--- src/rtl/i2c_pkg.sv ---
// Shared I2C definitions: command encodings, the bit-phase state enum,
// quarter-bit period derivation and the per-phase line table used by the
// bit-level master driver.
package i2c_pkg;

  typedef enum logic [1:0] {
    CMD_START = 2'd0,
    CMD_STOP  = 2'd1,
    CMD_WRITE = 2'd2,
    CMD_READ  = 2'd3
  } cmd_t;

  typedef enum logic [2:0] {
    ST_IDLE,
    ST_PA,
    ST_PB,
    ST_PC,
    ST_PD
  } state_t;

  // Quarter-bit period in clk cycles: 2.5 us per quarter gives a 10 us bit
  // (100 kHz). Clamped to 1 so very slow clocks still produce a valid timer.
  function automatic int unsigned calc_per_q(input int unsigned us);
    int unsigned q;
    q = (25 * us) / 10;
    return (q < 1) ? 1 : q;
  endfunction

  // Line levels {scl, sda} driven during phase ph of command c.
  // scl_cur is the present SCL output, held through START's first phase so a
  // repeated START does not glitch SCL high before SDA is released.
  function automatic logic [1:0] phase_lines(input cmd_t c, input logic d,
                                             input state_t ph, input logic scl_cur);
    logic [1:0] l;
    l = 2'b11;
    case (c)
      CMD_START: begin
        case (ph)
          ST_PB:   l = 2'b11;
          ST_PC:   l = 2'b10;
          ST_PD:   l = 2'b00;
          default: l = {scl_cur, 1'b1};
        endcase
      end
      CMD_STOP: begin
        case (ph)
          ST_PA:   l = 2'b00;
          ST_PB:   l = 2'b10;
          default: l = 2'b11;
        endcase
      end
      default: begin
        // WRITE and READ: SCL high only in the middle two phases; READ
        // releases SDA so the slave can drive it.
        l = {(ph == ST_PB) || (ph == ST_PC), (c == CMD_READ) ? 1'b1 : d};
      end
    endcase
    return l;
  endfunction

endpackage

--- src/rtl/i2c_phase_timer.sv ---
// Quarter-bit phase timer: loadable down-counter with a hold input.
// Ports:
//   clk, rst  - clock, synchronous active-high reset
//   load      - load PER_Q-1 (asserted on phase entry)
//   hold      - freeze the count (SCL stretched by a slave)
//   zero      - counter is at 0 (last cycle of the phase unless held)
module i2c_phase_timer #(
  parameter int unsigned PER_Q = 10
) (
  input  logic clk,
  input  logic rst,
  input  logic load,
  input  logic hold,
  output logic zero
);

  localparam int CW = $clog2(PER_Q + 1);

  logic [CW-1:0] cnt;

  // NOTE: sequential state uses non-blocking assignments so every register
  // samples the pre-edge values of its inputs.
  always_ff @(posedge clk) begin
    if (rst) begin
      cnt <= '0;
    end else if (load) begin
      cnt <= CW'(PER_Q - 1);
    end else if (!hold && (cnt != '0)) begin
      // Decrement only when nonzero so the counter can never wrap.
      cnt <= cnt - CW'(1);
    end
  end

  assign zero = (cnt == '0);

endmodule

--- src/rtl/i2c_bit_ctl.sv ---
// Bit-level I2C master line driver. Executes one START/STOP/WRITE/READ
// command as four timed quarter-bit phases on open-drain SCL/SDA, with
// slave clock stretching and arbitration-loss detection.
// Ports:
//   clk, rst         - clock, synchronous active-high reset
//   cmd, cmd_vld     - command (0 START, 1 STOP, 2 WRITE, 3 READ) and valid
//   cmd_rdy          - idle, able to accept a command
//   din              - bit to write, captured on acceptance
//   dout             - bit sampled on the last cycle of PC (READ/WRITE)
//   done             - one-cycle completion/abort pulse
//   arb_lost         - one-cycle pulse with done when arbitration is lost
//   scl_i, sda_i     - synchronized bus levels
//   scl_o, sda_o     - registered line outputs (0 drive low, 1 release)
module i2c_bit_ctl
  import i2c_pkg::*;
#(
  parameter int unsigned US = 1
) (
  input  logic       clk,
  input  logic       rst,
  input  logic [1:0] cmd,
  input  logic       cmd_vld,
  output logic       cmd_rdy,
  input  logic       din,
  output logic       dout,
  output logic       done,
  output logic       arb_lost,
  input  logic       scl_i,
  input  logic       sda_i,
  output logic       scl_o,
  output logic       sda_o
);

  localparam int unsigned PER_Q = calc_per_q(US);

  state_t     state, state_nxt;
  cmd_t       cmd_q, cmd_nxt;
  logic       din_q, din_nxt;
  logic       scl_nxt, sda_nxt, done_nxt, arb_nxt, dout_nxt;
  logic       load, hold, zero, phase_end, abort;
  logic [1:0] lines;

  // A slave holding SCL low during PB freezes the phase timer.
  assign hold      = (state == ST_PB) && !scl_i;
  assign phase_end = zero && !hold;
  assign cmd_rdy   = (state == ST_IDLE);

  i2c_phase_timer #(.PER_Q(PER_Q)) u_timer (
    .clk  (clk),
    .rst  (rst),
    .load (load),
    .hold (hold),
    .zero (zero)
  );

  always_comb begin
    // NOTE: every signal gets a default first so no path leaves one
    // unassigned, which would otherwise infer a latch.
    state_nxt = state;
    cmd_nxt   = cmd_q;
    din_nxt   = din_q;
    scl_nxt   = scl_o;
    sda_nxt   = sda_o;
    done_nxt  = 1'b0;
    arb_nxt   = 1'b0;
    dout_nxt  = dout;
    load      = 1'b0;
    abort     = 1'b0;

    case (state)
      ST_IDLE: begin
        if (cmd_vld) begin
          state_nxt = ST_PA;
          cmd_nxt   = cmd_t'(cmd);
          din_nxt   = din;
          load      = 1'b1;
        end
      end
      ST_PA: begin
        if (phase_end) begin
          state_nxt = ST_PB;
          load      = 1'b1;
        end
      end
      ST_PB: begin
        if (phase_end) begin
          // START lost if another master holds SDA low while we release it.
          if ((cmd_q == CMD_START) && !sda_i) begin
            abort = 1'b1;
          end else begin
            state_nxt = ST_PC;
            load      = 1'b1;
          end
        end
      end
      ST_PC: begin
        if (phase_end) begin
          if ((cmd_q == CMD_WRITE) || (cmd_q == CMD_READ)) begin
            dout_nxt = sda_i;
          end
          if (((cmd_q == CMD_STOP) || ((cmd_q == CMD_WRITE) && din_q)) && !sda_i) begin
            abort = 1'b1;
          end else begin
            state_nxt = ST_PD;
            load      = 1'b1;
          end
        end
      end
      ST_PD: begin
        if (phase_end) begin
          state_nxt = ST_IDLE;
          done_nxt  = 1'b1;
        end
      end
      default: state_nxt = ST_IDLE;
    endcase

    // Lines are registered, so they are computed from the next state: the
    // new phase's levels appear on the same cycle the phase begins.
    lines = phase_lines(cmd_nxt, din_nxt, state_nxt, scl_o);

    if (abort) begin
      state_nxt = ST_IDLE;
      done_nxt  = 1'b1;
      arb_nxt   = 1'b1;
      scl_nxt   = 1'b1;
      sda_nxt   = 1'b1;
    end else if (state_nxt != ST_IDLE) begin
      {scl_nxt, sda_nxt} = lines;
    end
  end

  always_ff @(posedge clk) begin
    if (rst) begin
      state    <= ST_IDLE;
      cmd_q    <= CMD_START;
      din_q    <= 1'b0;
      scl_o    <= 1'b1;
      sda_o    <= 1'b1;
      done     <= 1'b0;
      arb_lost <= 1'b0;
      dout     <= 1'b0;
    end else begin
      state    <= state_nxt;
      cmd_q    <= cmd_nxt;
      din_q    <= din_nxt;
      scl_o    <= scl_nxt;
      sda_o    <= sda_nxt;
      done     <= done_nxt;
      arb_lost <= arb_nxt;
      dout     <= dout_nxt;
    end
  end

endmodule

--- config.mk ---
export PLATFORM = sky130hd
export DESIGN_NAME = i2c_bit_ctl
export DESIGN_NICKNAME = d
export VERILOG_FILES = /design/src/rtl/i2c_pkg.sv /design/src/rtl/i2c_phase_timer.sv /design/src/rtl/i2c_bit_ctl.sv
export SDC_FILE = /design/constraint.sdc
export NUM_CORES = 1
export LEC_CHECK = 0
export ABC_AREA = 1
export BUFFER_PORTS_ARGS = -buffer_cell sky130_fd_sc_hd__buf_2
export CORE_ASPECT_RATIO = 1.4
export CORE_MARGIN = 1.5
export CORE_UTILIZATION = 33
export DETAILED_ROUTE_END_ITERATION = 10
export SLEW_MARGIN = 40
export SYNTH_ARGS = -nofsm -noshare
export SYNTH_HDL_FRONTEND = slang
export SYNTH_SLANG_ARGS = --single-unit
--- constraint.sdc ---
create_clock -name clk -period 1.85 [get_ports clk]
set_input_delay 0.37 -clock clk [delete_from_list [all_inputs] [get_ports clk]]
set_output_delay 0.37 -clock clk [all_outputs]
set_load 0.02 [all_outputs]
==> impl_results.md <==
- Status: complete, no violations
- RSZ-0062 raised after global routing: false
- Via density: between 4 and 5
- Mapped Cells: 138
- Switch Pwr: roughly 0.00047 W
- Peak VDD IR: just over 0.5 mV
- CTS resizes: 0
- Setup Buffers After CTS: 0
- Startpoint Class: flip-flop
- Beginning of the critical path: u_timer.cnt[0]
- Share of layout cells above drive strength 1: ~23%
- Hold Crit Start: rst
- Fill count: around 260
- Clock latency on the worst-skew pair: ~270 ps
- DRC viols: 0
- Syn Area/Cell: between 6 and 7 µm²
- Setup tns final: 0 ps
- Area growth from synthesis to layout: 15.48%
- Drt pass-1 iters: 4
- Power share of the combinational group: about half
- Largest net degree at the start of global routing: 8
- Cells on Worst Hold Path: 2
- Power density over cell area: 1070 mW/mm²
- H-tree depth: 1
- Clk_skew: roughly 0.27 ps
- CP max stage delay: around 350 ps
- Final Cycle Share: between 80% and 90%
- Cell taking the most area after synthesis: dfxtp_1
- Hold Buf Count CTS: 0
- R2R Path End: scl_o
- Die height: between 60 and 70 µm
- WS Path Type: reg2reg
- Fmax: 610.2 MHz
- Sequential power share: about a third
- Initial antenna violation count: 0
- Synth area leaders: dfxtp_1 30%, nand2_1 15%, inv_1 11%, nand3_1 7.5%, nor2_1 6.5%
- Root Buffer: clkbuf_4
- Clock power share: about 17%
- Hold Path Class: in2reg
- Crit path capture type: flip-flop
- R2R setup slack: ~210 ps
- Nets: 165
- Overall power: about 0.0011 W
- First-pass GRT wire length: between 3000 and 4000 µm
- Drt total wl: about 1800 µm
- Vias in the first global route: between 700 and 800
- Post-DP HPWL: ~1500 µm
- GRT overflow: 0
- Vias: between 800 and 900
- Area of the multi-input gates: just under 500 µm²
- Slew @ Worst Pin: 267.7 ps
- # rows: 21
- Max cap viols: 0
- Final Hold Vio Count: 0
- Synth unique cells: 24
- Initial Utilization: between 30 and 40%
- Global placement routability congestion: approximately 0.83
- Die area: 0.002941 mm²
- Worst Hold Endpoint: din_q
- CTS tree: done
- N_diodes: 0
- Post-synthesis net count: approximately 150
- Io pins: 14
- Die width: about 46 µm
- Critical path required time: roughly 2000 ps
- WP data arrival: 1800 ps
- Seq/Total Area, Yosys: 30.10%
- Worst slew margin: ~80%
- Clock Pin Slew Worst Setup and Hold Paths: 80 ps
- DR WL/cell: 9.778 µm
- Switch share: 44.07%
- Critical Path Fanout Max: 5
- Crit-path cells: inv_1 -> ha_1 -> inv_1 -> nand2_1 -> nor2_1 -> nor2_4 -> nand2_1 -> inv_1 -> nand2_1 -> inv_1 -> nand2_1 -> nand2_1 -> nand2_1 -> nand3_1
- Clock buffer depth: 2
- Pins over their slew limit: 0
- Most frequent CP cell: nand2_1
- Cts bufs inserted: 3
- Initial DRC Count: 23
- Area share of the largest cell type after synthesis: a little under a third
- Lkg Pwr: approximately 0.55 nW
- CORE AREA: roughly 0.0024 mm²
- R2r worst-path depth: 14
- Mapped cell area: between 800 and 900 µm²
- Reg area: roughly 260 µm²
- Slowest-stage cell, CP: dfxtp_1
- Yosys warns: 0
- Sink Count: 13
- Port Buffers: 13
- Flip-flop and latch count after synthesis: 13
- Crit Reg-Reg Startpoint: u_timer.cnt[0]
- Pint: 0.0005976 W
- GR Util All Layers: approximately 14%
- Final ANT Viol Nets: 0
- Post-layout minimum cycle time: approximately 1600 ps
- Setup Viol. Count Final: 0
[flip-flops by register name, summed over array words and instances (netlist names)]
register,flops
scl_o,1
sda_o,1
arb_lost,1
cmd_q,2
dout,1
u_timer.cnt,2
done,1
state,3
din_q,1
[power by group through the flow]
stage                     combinational (W)  sequential [W]  clock, W
after CTS                          0.000529        0.000365  0.000183
final                              0.000526        0.000365  0.000178
after floorplan                    0.000397        0.000389         0
after detailed placement           0.000525        0.000371         0
after global placement             0.000514        0.000369         0
after global routing               0.000597        0.000371  0.000196
[synthesized netlist by cell type]
| cell type | instances |
|---|---|
| nand3_2 | 1 |
| nor2_2 | 5 |
| nand4_1 | 2 |
| inv_1 | 26 |
| a21oi_1 | 7 |
| o21ai_2 | 1 |
| nor2_4 | 1 |
| dfxtp_1 | 13 |
| nand3_1 | 13 |
| xor2_1 | 1 |
| a21oi_2 | 1 |
| and3_1 | 1 |
| nor2_8 | 1 |
| inv_2 | 2 |
| nor3_1 | 1 |
| o21ai_0 | 2 |
| nor2_1 | 15 |
| ha_1 | 1 |
| o21a_1 | 1 |
| nand2_1 | 34 |
| nand2_2 | 5 |
| nand2_4 | 2 |
| clkinv_1 | 1 |
| o21ai_1 | 1 |
[metal layers]
| metal | share of wire, % | vias to the layer above | wire [µm] | global-route usage (%) |
|---|---|---|---|---|
| li1 | - | 457 | - | - |
| met1 | 44 | 372 | 804 | 16.67 |
| met2 | 51 | 11 | 951 | 23.26 |
| met3 | 2.9 | 4 | 54 | 2.579 |
| met4 | 2.1 | 0 | 38 | 7.857 |
| met5 | 0 | - | 0 | 0 |
[final cells by class]
type	instances	share of cell area, %
tap	34	4.261
sequential	13	26.07
multi-input combinational	96	49.62
inverter	29	10.90
clock buffer	4	2.632
timing repair buffer	13	6.516
[cells in the final DEF (no fill, tap or decap), drive strengths merged]
| cell type | Yosys | final |
|---|---|---|
| ha | 1 | 1 |
| nor2 | 22 | 22 |
| dfxtp | 13 | 13 |
| nand4 | 2 | 2 |
| nand3 | 14 | 14 |
| nor3 | 1 | 1 |
| and3 | 1 | 1 |
| buf | 0 | 13 |
| inv | 28 | 28 |
| xor2 | 1 | 1 |
| o21ai | 4 | 4 |
| o21a | 1 | 1 |
| a21oi | 8 | 8 |
| clkinv | 1 | 1 |
| nand2 | 41 | 41 |
| clkbuf | 0 | 4 |
[cells by family (layout without fill, tap and decap cells)]
| group | count (synthesis) | after routing | synth area share (%) |
|---|---|---|---|
| simple gates | 81 | 81 | 46.16 |
| buf+inv | 29 | 46 | 12.59 |
| compound gates | 13 | 13 | 8.683 |
| flops | 13 | 13 | 30.10 |
| fa+ha+maj | 1 | 1 | 1.447 |
| xor+xnor | 1 | 1 | 1.013 |
[through the flow]
| stage | cells | hold slack, ps | utilization [%] | setup WS [ps] | cell area (µm²) |
|---|---|---|---|---|---|
| 2_1_floorplan | 138 | 439.1 | - | 349.3 | 864.6 |
| 3_3_place_gp | 185 | 428.5 | 39.78 | 266.9 | 972.2 |
| 3_5_place_dp | 185 | 433.7 | 39.78 | 210.8 | 972.2 |
| 4_1_cts | 189 | 342.3 | 40.86 | 195.9 | 998.5 |
| 5_1_grt | 189 | 335.3 | 40.86 | 6.026 | 998.5 |
| 6_report | 189 | 345.4 | 40.86 | 211.1 | 998.5 |
[critical path, delay by kind of cell, from the launching register on]
family        cells  cell delay [ps]
simple gates      9              650
flops             1              350
buf+inv           4              280
fa+ha+maj         1              250
[worst max-delay path by stage]
| stage | to | slack (ps) | cells after the start |
|---|---|---|---|
| 3_3_place_gp | scl_o | 270 | 14 |
| 6_report | scl_o | 210 | 14 |
| 2_1_floorplan | scl_o | 350 | 14 |
| 4_1_cts | scl_o | 200 | 14 |
| 5_1_grt | scl_o | 6 | 14 |
| 3_5_place_dp | scl_o | 210 | 14 |
No activity file was read; power rests on OpenSTA's default activity.
